`src/rtl/cv32e40p_wb_port_arbiter.sv`:
```
// Register-file write-port arbiter: LSU writes win, losing ALU results queue in an
// in-order pending buffer that can be forwarded from and is forced out under starvation.
module cv32e40p_wb_port_arbiter #(
    parameter int unsigned DEPTH        = 2,
    parameter int unsigned STARVE_LIMIT = 4
) (
    input  logic        clk,
    input  logic        rst,
    input  logic        alu_valid_i,
    input  logic [4:0]  alu_waddr_i,
    input  logic [31:0] alu_wdata_i,
    output logic        alu_ready_o,
    input  logic        lsu_valid_i,
    input  logic [4:0]  lsu_waddr_i,
    input  logic [31:0] lsu_wdata_i,
    output logic        lsu_ready_o,
    input  logic        flush_i,
    input  logic [4:0]  fw_raddr_i,
    output logic        fw_hit_o,
    output logic [31:0] fw_wdata_o,
    output logic        busy_o,
    output logic        rf_we_o,
    output logic [4:0]  rf_waddr_o,
    output logic [31:0] rf_wdata_o
);

    localparam int unsigned PtrW = (DEPTH > 1) ? $clog2(DEPTH) : 1;
    localparam int unsigned CntW = $clog2(DEPTH + 1);
    localparam int unsigned StW  = $clog2(STARVE_LIMIT + 1);

    logic [4:0]       buf_addr_q [DEPTH];
    logic [31:0]      buf_data_q [DEPTH];
    logic [DEPTH-1:0] buf_valid_q, buf_valid_d;
    logic [PtrW-1:0]  rptr_q, rptr_d, wptr_q, wptr_d;
    logic [CntW-1:0]  count_q, count_d;
    logic [StW-1:0]   starve_q, starve_d;
    logic             rf_we_q, rf_we_d;
    logic [4:0]       rf_waddr_q, rf_waddr_d;
    logic [31:0]      rf_wdata_q, rf_wdata_d;

    logic        not_empty, force_head;
    logic        alu_xfer, lsu_xfer;
    logic        grant_lsu, grant_head, grant_byp, grant_any, push;
    logic [4:0]  grant_addr;
    logic [31:0] grant_data;
    logic        fw_hit;
    logic [31:0] fw_data;

    assign not_empty   = (count_q != '0);
    assign force_head  = (starve_q == StW'(STARVE_LIMIT)) && not_empty;
    assign alu_ready_o = ~rst & (count_q < CntW'(DEPTH));
    assign lsu_ready_o = ~rst & ~force_head;
    assign busy_o      = ~rst & not_empty;

    assign alu_xfer   = alu_valid_i & alu_ready_o;
    assign lsu_xfer   = lsu_valid_i & lsu_ready_o;
    // A flush kills everything ALU-side, including the head, but never the LSU write.
    assign grant_lsu  = lsu_xfer;
    assign grant_head = ~lsu_xfer & not_empty & ~flush_i;
    assign grant_byp  = ~lsu_xfer & ~not_empty & alu_xfer & ~flush_i;
    assign grant_any  = grant_lsu | grant_head | grant_byp;
    assign push       = alu_xfer & ~grant_byp & ~flush_i;

    always_comb begin
        grant_addr = alu_waddr_i;
        grant_data = alu_wdata_i;
        if (grant_lsu) begin
            grant_addr = lsu_waddr_i;
            grant_data = lsu_wdata_i;
        end else if (grant_head) begin
            grant_addr = buf_addr_q[rptr_q];
            grant_data = buf_data_q[rptr_q];
        end
    end

    always_comb begin
        count_d     = count_q;
        rptr_d      = rptr_q;
        wptr_d      = wptr_q;
        buf_valid_d = buf_valid_q;
        starve_d    = starve_q;
        if (grant_head) begin
            rptr_d              = rptr_q + PtrW'(1);
            buf_valid_d[rptr_q] = 1'b0;
        end
        if (push) begin
            wptr_d              = wptr_q + PtrW'(1);
            buf_valid_d[wptr_q] = 1'b1;
        end
        if (push && !grant_head) begin
            count_d = count_q + CntW'(1);
        end else if (!push && grant_head) begin
            count_d = count_q - CntW'(1);
        end
        if (!not_empty || grant_head) begin
            starve_d = '0;
        end else if (grant_lsu && starve_q != StW'(STARVE_LIMIT)) begin
            starve_d = starve_q + StW'(1);
        end
        if (flush_i) begin
            count_d     = '0;
            rptr_d      = '0;
            wptr_d      = '0;
            buf_valid_d = '0;
            starve_d    = '0;
        end
    end

    always_comb begin
        rf_we_d    = 1'b0;
        rf_waddr_d = rf_waddr_q;
        rf_wdata_d = rf_wdata_q;
        if (grant_any) begin
            rf_we_d    = (grant_addr != 5'd0);
            rf_waddr_d = grant_addr;
            rf_wdata_d = grant_data;
        end
    end

    // Walk oldest to youngest so the youngest match wins.
    always_comb begin
        logic [PtrW-1:0] idx;
        fw_hit  = 1'b0;
        fw_data = '0;
        for (int i = 0; i < int'(DEPTH); i++) begin
            idx = rptr_q + PtrW'(i);
            if (buf_valid_q[idx] && buf_addr_q[idx] == fw_raddr_i && fw_raddr_i != 5'd0) begin
                fw_hit  = 1'b1;
                fw_data = buf_data_q[idx];
            end
        end
    end

    assign fw_hit_o   = ~rst & fw_hit;
    assign fw_wdata_o = rst ? 32'd0 : fw_data;

    always_ff @(posedge clk) begin
        if (rst) begin
            count_q     <= '0;
            rptr_q      <= '0;
            wptr_q      <= '0;
            buf_valid_q <= '0;
            starve_q    <= '0;
            rf_we_q     <= 1'b0;
            rf_waddr_q  <= '0;
            rf_wdata_q  <= '0;
        end else begin
            count_q     <= count_d;
            rptr_q      <= rptr_d;
            wptr_q      <= wptr_d;
            buf_valid_q <= buf_valid_d;
            starve_q    <= starve_d;
            rf_we_q     <= rf_we_d;
            rf_waddr_q  <= rf_waddr_d;
            rf_wdata_q  <= rf_wdata_d;
        end
    end

    always_ff @(posedge clk) begin
        if (push) begin
            buf_addr_q[wptr_q] <= alu_waddr_i;
            buf_data_q[wptr_q] <= alu_wdata_i;
        end
    end

    assign rf_we_o    = rf_we_q;
    assign rf_waddr_o = rf_waddr_q;
    assign rf_wdata_o = rf_wdata_q;

endmodule
```
`config.mk`:
```
export PLATFORM = sky130hd
export DESIGN_NAME = cv32e40p_wb_port_arbiter
export DESIGN_NICKNAME = d
export VERILOG_FILES = /design/src/rtl/cv32e40p_wb_port_arbiter.sv
export SDC_FILE = /design/constraint.sdc
export NUM_CORES = 1
export LEC_CHECK = 0
export ABC_AREA = 1
export CELL_PAD_IN_SITES_DETAIL_PLACEMENT = 1
export CELL_PAD_IN_SITES_GLOBAL_PLACEMENT = 2
export CORE_ASPECT_RATIO = 1.75
export CORE_MARGIN = 2
export CORE_UTILIZATION = 28
export DETAILED_ROUTE_END_ITERATION = 10
export PLACE_DENSITY_LB_ADDON = 0.15
export SYNTH_ARGS = -nofsm -noshare
export SYNTH_HDL_FRONTEND = slang
export SYNTH_SLANG_ARGS = --single-unit
```
`constraint.sdc`:
```
create_clock -name clk -period 3.7 [get_ports clk]
set_input_delay 0.555 -clock clk [delete_from_list [all_inputs] [get_ports clk]]
set_output_delay 0.555 -clock clk [all_outputs]
set_load 0.02 [all_outputs]
```
# Yosys cells after proc, flatten, opt, wreduce, memory -nomap -nowiden
# Memories as Yosys holds them, arrays and structs flattened. A register that Yosys moved wholly into a read port is not among the register bits.
# Index checks and enable logic that the tools add are counted.
dict set report totals {
  latch_bits 0
  ram_bits 74
  inputBits 84
  memories 2
  rom_bits 0
  output_inout_bits 74
  regBits 47
}
dict set report op_classes {
  reduce_logical 21
  n_eq_ne 4
  magnitude_cmp 6
  n_mul 0
  div 0
  n_bitwise 25
  n_mux 27
  shifts 0
  n_addsub 5
}
# name words word_bits rd rd_clocked_by_memory_dff write_ports line
set memory_table {}
lappend memory_table {buf_data_q 2 32 2 1 1 32} ;# logic [31:0] buf_data_q [DEPTH];
lappend memory_table {buf_addr_q 2 5 2 1 1 31} ;# logic [4:0] buf_addr_q [DEPTH];
# op n
set ops {}
lappend ops {{$mux W32} 5}
lappend ops {{$mux W1} 14}
lappend ops {{$and A1 B1 Y1} 13}
lappend ops {{$eq A5 B5 Y1} 2}
lappend ops {{$logic_and A1 B1 Y1} 10}
lappend ops {{$mux W5} 2}
lappend ops {{$reduce_bool A5 Y1} 2}
lappend ops {{$mux W2} 4}
lappend ops {{$not A1 Y1} 7}
lappend ops {{$lt A1 B2 Y1 const B} 3}
lappend ops {{$reduce_bool A2 Y1} 2}
lappend ops {{$reduce_or A2 Y1} 2}
lappend ops {{$add A3 B1 Y3 const B} 1}
lappend ops {{$eq A3 B3 Y1 const B} 1}
lappend ops {{$logic_not A1 Y1} 3}
lappend ops {{$ne A3 B3 Y1 const B} 1}
lappend ops {{$reduce_or A3 Y1} 1}
lappend ops {{$add A1 B1 Y1 const B} 2}
lappend ops {{$add A2 B1 Y2 const B} 1}
lappend ops {{$and A2 B2 Y2} 1}
lappend ops {{$demux W1 S1} 2}
lappend ops {{$ge A1 B1 Y1 const B} 2}
lappend ops {{$lt A2 B2 Y1 const B} 1}
lappend ops {{$not A2 Y2} 1}
lappend ops {{4 further kinds} 5}

# Longest topological paths before layout
dict set report depth {
  word_depth 16
  mapped_depth 15
  mapped_depth_nobuf 14
}

# Least setup slack after synthesis
# OpenSTA, ideal clock, no wires.
dict set report synth_path {
  path_type {reg2reg}
  start {reg starve_q[0]}
  end {mem buf_addr_q[1][0] (enable)}
  synth_period_minus_slack_ns 3.258
  arrival_ns 2.826
  stages_incl_launch_ff 11
  setup_time_ns 0.433
  n_path_buf 1
  path_slack_ns 0.442
  cell_sequence {dfxtp_1 > inv_1 > ha_1 > nand2_1 > inv_1 > nand2_1 > nand3_2 > buf_2 > nand2_1 > nand2_1 > nor2_1}
}
dict set report synth_between {
  elab_chain_len 14
}
# element line
set synth_rtl {}
lappend synth_rtl {{start, declared} 36} ;# logic [StW-1:0] starve_q, starve_d;
lappend synth_rtl {{start signal, assigned} 152} ;# starve_q <= starve_d;
lappend synth_rtl {{$eq A3 B3 Y1} 50} ;# assign force_head = (starve_q == StW'(STARVE_LIMIT)) && not_empty;
lappend synth_rtl {{$logic_and A1 B1 Y1} 50}
lappend synth_rtl {{$not A1 Y1} 52} ;# assign lsu_ready_o = ~rst & ~force_head;
lappend synth_rtl {{$and A1 B1 Y1} 52}
lappend synth_rtl {{$and A1 B1 Y1} 56} ;# assign lsu_xfer = lsu_valid_i & lsu_ready_o;
lappend synth_rtl {{$not A1 Y1} 60} ;# assign grant_byp = ~lsu_xfer & ~not_empty & alu_xfer & ~flush_i;
lappend synth_rtl {{$and A1 B1 Y1 (3 in a row)} 60}
lappend synth_rtl {{$not A1 Y1} 62} ;# assign push = alu_xfer & ~grant_byp & ~flush_i;
lappend synth_rtl {{$and A1 B1 Y1 (2 in a row)} 62}
lappend synth_rtl {{$mux W1} 160} ;# if (push) begin
lappend synth_rtl {{$mux W1 (not written as such)} 161} ;# buf_addr_q[wptr_q] <= alu_waddr_i;
lappend synth_rtl {{end, declared} 31}
# No other way between the ends.

# Final worst setup path
dict set report layout_path {
  start {in fw_raddr_i[0]}
  end {out fw_wdata_o[6]}
}
dict set report layout_between {
  elab_chain_len 6
  elab_cells_between_ends 10
}
# element line
set layout_rtl {}
lappend layout_rtl {{start, declared} 18} ;# input logic [4:0] fw_raddr_i,
lappend layout_rtl {{$eq A5 B5 Y1} 127} ;# if (buf_valid_q[idx] && buf_addr_q[idx] == fw_raddr_i && fw_raddr_i != 5'd0) begin
lappend layout_rtl {{$logic_and A1 B1 Y1 (2 in a row)} 127}
lappend layout_rtl {{$mux W32} 127}
lappend layout_rtl {{$mux W32 (*)} 127}
lappend layout_rtl {{$mux W32 (*)} 135} ;# assign fw_wdata_o = rst ? 32'd0 : fw_data;
lappend layout_rtl {{end, declared} 20} ;# output logic [31:0] fw_wdata_o,
# Every way passes the cells marked *; elsewhere a longest branch is shown, timed or not.

==> metrics <==
clock sinks 122; worst-margin pin slew 0.653 ns; First-pass DRT Iterations 4; Avg Cell Area, Syn 7.14 µm²; root buffer cell clkbuf_16; Min Clock Period, post-route 3.50 ns; Post-Syn Instances 940; TritonCTS clock tree yes; final setup vio count 0; Worst Skew 0.00798 ns; # IOs 158; die area 25300 µm²; via count 6599; CTS H-tree depth 4; Post-Syn Area 6710 µm²; initial drt markers 243; #FFs+latches synth 122; cell count of the worst hold path 2; CP max FO 16; first-pass GRT wire length 37.2 mm; DP Area 8580 µm²; Site Rows 75; crit share post-route 94.7%; WP data required 3.14 ns; Setup crit end kind output pin; area of the multi-input gates 2950 µm²; Mapped Nets 1027; grt ovf 0; number of global-route vias before repair 6962; nets@finish 1173; Core Box Area 23700 µm²; Avg WL per Cell 16.8 µm; Routed Wire Length 23.6 mm; total power after layout 0.00350 W; Max VDD drop 214 µV; reg2reg start starve_q[0]$_SDFFE_PP0P_; gpl congestion 0.733; Worst Hold Class register to register; final slew viol count 0; layout cells sized above 1 7.55%; crit-path most repeated cell nand3_1; n_diodes 0; worst reg-to-reg setup slack 1.22 ns; RSZ-0062 raised after global routing false; headroom to the max-slew limit 56.5%; fmax 0.285 GHz; TritonCTS Buffers 17; warning count from the yosys run 0; CTS max path bufs 2; cells along the critical path clkdlybuf4s50_1, nor2_1, nand3_1, nand3_1, nor2_4, buf_12, nand3_1, nand2_1, nor2_1, clkdlybuf4s50_1; clock latency on the worst-skew pair 0.42 ns; Initial Util 28.3%; Startpoint Class input pin; Pwr per Cell Area 379 nW/µm²; register area share after synthesis 47.4%; Die Span X 121 µm; Final HPWL DP 15.6 mm; HP Start rf_wdata_o[14]$_SDFFE_PP0P_; number of max-cap violations 0; sequential cell area 3190 µm²; post-layout instance area 9220 µm²; Final Hold Fails 0; Hold EP rf_wdata_o[14]$_SDFFE_PP0P_; R2R Path End rf_wdata_o[13]$_SDFFE_PP0P_; DRC errors left 0; Area growth syn-to-layout 37.3%; remaining antenna violation count 0; CTS clk-pin slew, worst paths 0.06 ns; delay of the slowest cell on the worst path 0.64 ns; DIE HEIGHT 209 µm; largest net degree at the start of global routing 66; Layout fillers 2909; worst path arrival time 2.95 ns; outcome completed; vias per cell 4.69; Netlist cell types 25; total track usage 19.5%; critical path class input pin to output pin; Leak 3.91 nW; slowest CP cell clkdlybuf4s50_1; R2R depth 12; IO Port Bufs 157; initial antenna violation count 0
==> worst max path at each step <==
stage                                  start                         end  slack, ns  cells past startpoint
finish                         fw_raddr_i[0]               fw_wdata_o[6]       0.20                     10
CTS                                 register               fw_wdata_o[3]       0.05                     10
detailed placement             fw_raddr_i[0]               fw_wdata_o[6]      -0.09                      9
global placement               fw_raddr_i[0]               fw_wdata_o[2]      -0.04                      9
floorplan           starve_q[0]$_SDFFE_PP0P_  buf_addr_q[1][0]$_DFFE_PP_       0.44                     10
global route                   fw_raddr_i[0]               fw_wdata_o[6]      0.009                     11
==> through the flow <==
stage               TNS, ns  utilization [%]  worst slack, ns  cells  hold WS [ns]
finish                    0             38.8            0.196   1407         0.450
global placement    -0.0613             36.2          -0.0394   1370         0.437
detailed placement   -0.844             36.2          -0.0906   1370         0.442
floorplan                 0                -            0.442    940         0.431
CTS                       0             38.7           0.0485   1405         0.455
global route              0             38.8          0.00914   1407         0.470
==> where the power goes <==
part           switching, W  leakage, nW  internal [W]
Clock              0.000622        0.261      0.000950
Sequential        0.0000226         1.06       0.00148
Combinational      0.000223         2.59      0.000197
Total              0.000867         3.91       0.00263
==> cells by family after synthesis <==
group | share of synthesized area [%]
and+or+nand+nor | 32.9
buffers and inverters | 9.58
DFF | 47.4
AOI/OAI and AO/OA | 9.54
adders and majority gates | 0.559
==> final cells by class <==
class | instances | share of cell area [%]
Timing Repair Buffer | 178 | 19.3
Multi-Input combinational cell | 672 | 32.0
Inverter | 95 | 3.91
Tap cell | 308 | 4.18
Clock buffer | 20 | 4.95
Clock inverter | 12 | 1.09
Sequential cell | 122 | 34.6
==> synth_stat cells <==
| master | count | area share (%) |
|---|---|---|
| nor2_2 | 2 | 0.19 |
| o21ai_0 | 71 | 5.3 |
| dfxtp_1 | 48 | 14 |
| nand3_1 | 54 | 4.0 |
| nand2_4 | 1 | 0.17 |
| edfxtp_1 | 74 | 33 |
| nand2_1 | 391 | 22 |
| nand2_2 | 11 | 1.0 |
| o21a_1 | 2 | 0.22 |
| buf_4 | 4 | 0.45 |
| inv_1 | 92 | 5.1 |
| nor3_1 | 1 | 0.074 |
| nand3_2 | 2 | 0.30 |
| a21oi_1 | 8 | 0.60 |
| nor3_4 | 1 | 0.24 |
| nand4_1 | 3 | 0.28 |
| buf_6 | 6 | 1.0 |
| clkbuf_1 | 13 | 0.73 |
| buf_2 | 25 | 1.9 |
| buf_1 | 4 | 0.22 |
| a31oi_1 | 34 | 3.2 |
| inv_2 | 3 | 0.17 |
| o21ai_2 | 2 | 0.26 |
| nor2_1 | 85 | 4.8 |
| ha_1 | 3 | 0.56 |
==> sequential cells by signal (all words and copies together) (netlist names), named ones only <==
signal       count
buf_valid_q      2
rf_waddr_o       5
starve_q         3
buf_data_q      64
wptr_q           1
rf_we_o          1
count_q          2
rptr_q           1
rf_wdata_o      32
buf_addr_q      10
==> metal layers <==
| metal | track usage (%) | wire length, µm | up-vias |
|---|---|---|---|
| met2 | 36.7 | 13000 | 129 |
| li1 | - | - | 3280 |
| met1 | 21.3 | 9370 | 3164 |
| met4 | 7.06 | 485 | 0 |
| met5 | 0 | 0 | - |
| met3 | 3.30 | 819 | 26 |
==> critical path, delay by kind of cell <==
family | cells | cell delay (ns)
buffers and inverters | 3 | 1.30
AND/OR/NAND/NOR | 7 | 1.08
==> cell usage in the layout, fill, tap and decap left out, drive strengths merged <==
cell	netlist	layout
a21oi	8	8
a31oi	34	34
buf	39	21
bufinv	0	1
clkbuf	13	20
clkdlybuf4s50	0	157
clkinv	0	6
clkinvlp	0	6
dfxtp	48	48
edfxtp	74	74
ha	3	3
inv	95	94
nand2	403	403
nand3	56	56
nand4	3	3
nor2	87	88
nor3	2	2
o21a	2	2
o21ai	73	73
==> repair_timing <==
action	in CTS	in global routing
setup endpoints to repair	32	25
buffers inserted	2	2
gates cloned	1	0
endpoints found under the hold margin	0	0
hold buffers	0	0
pin swaps	2	0
gates resized for setup	1	2
Note: power is estimated with default switching activity, not from simulation.
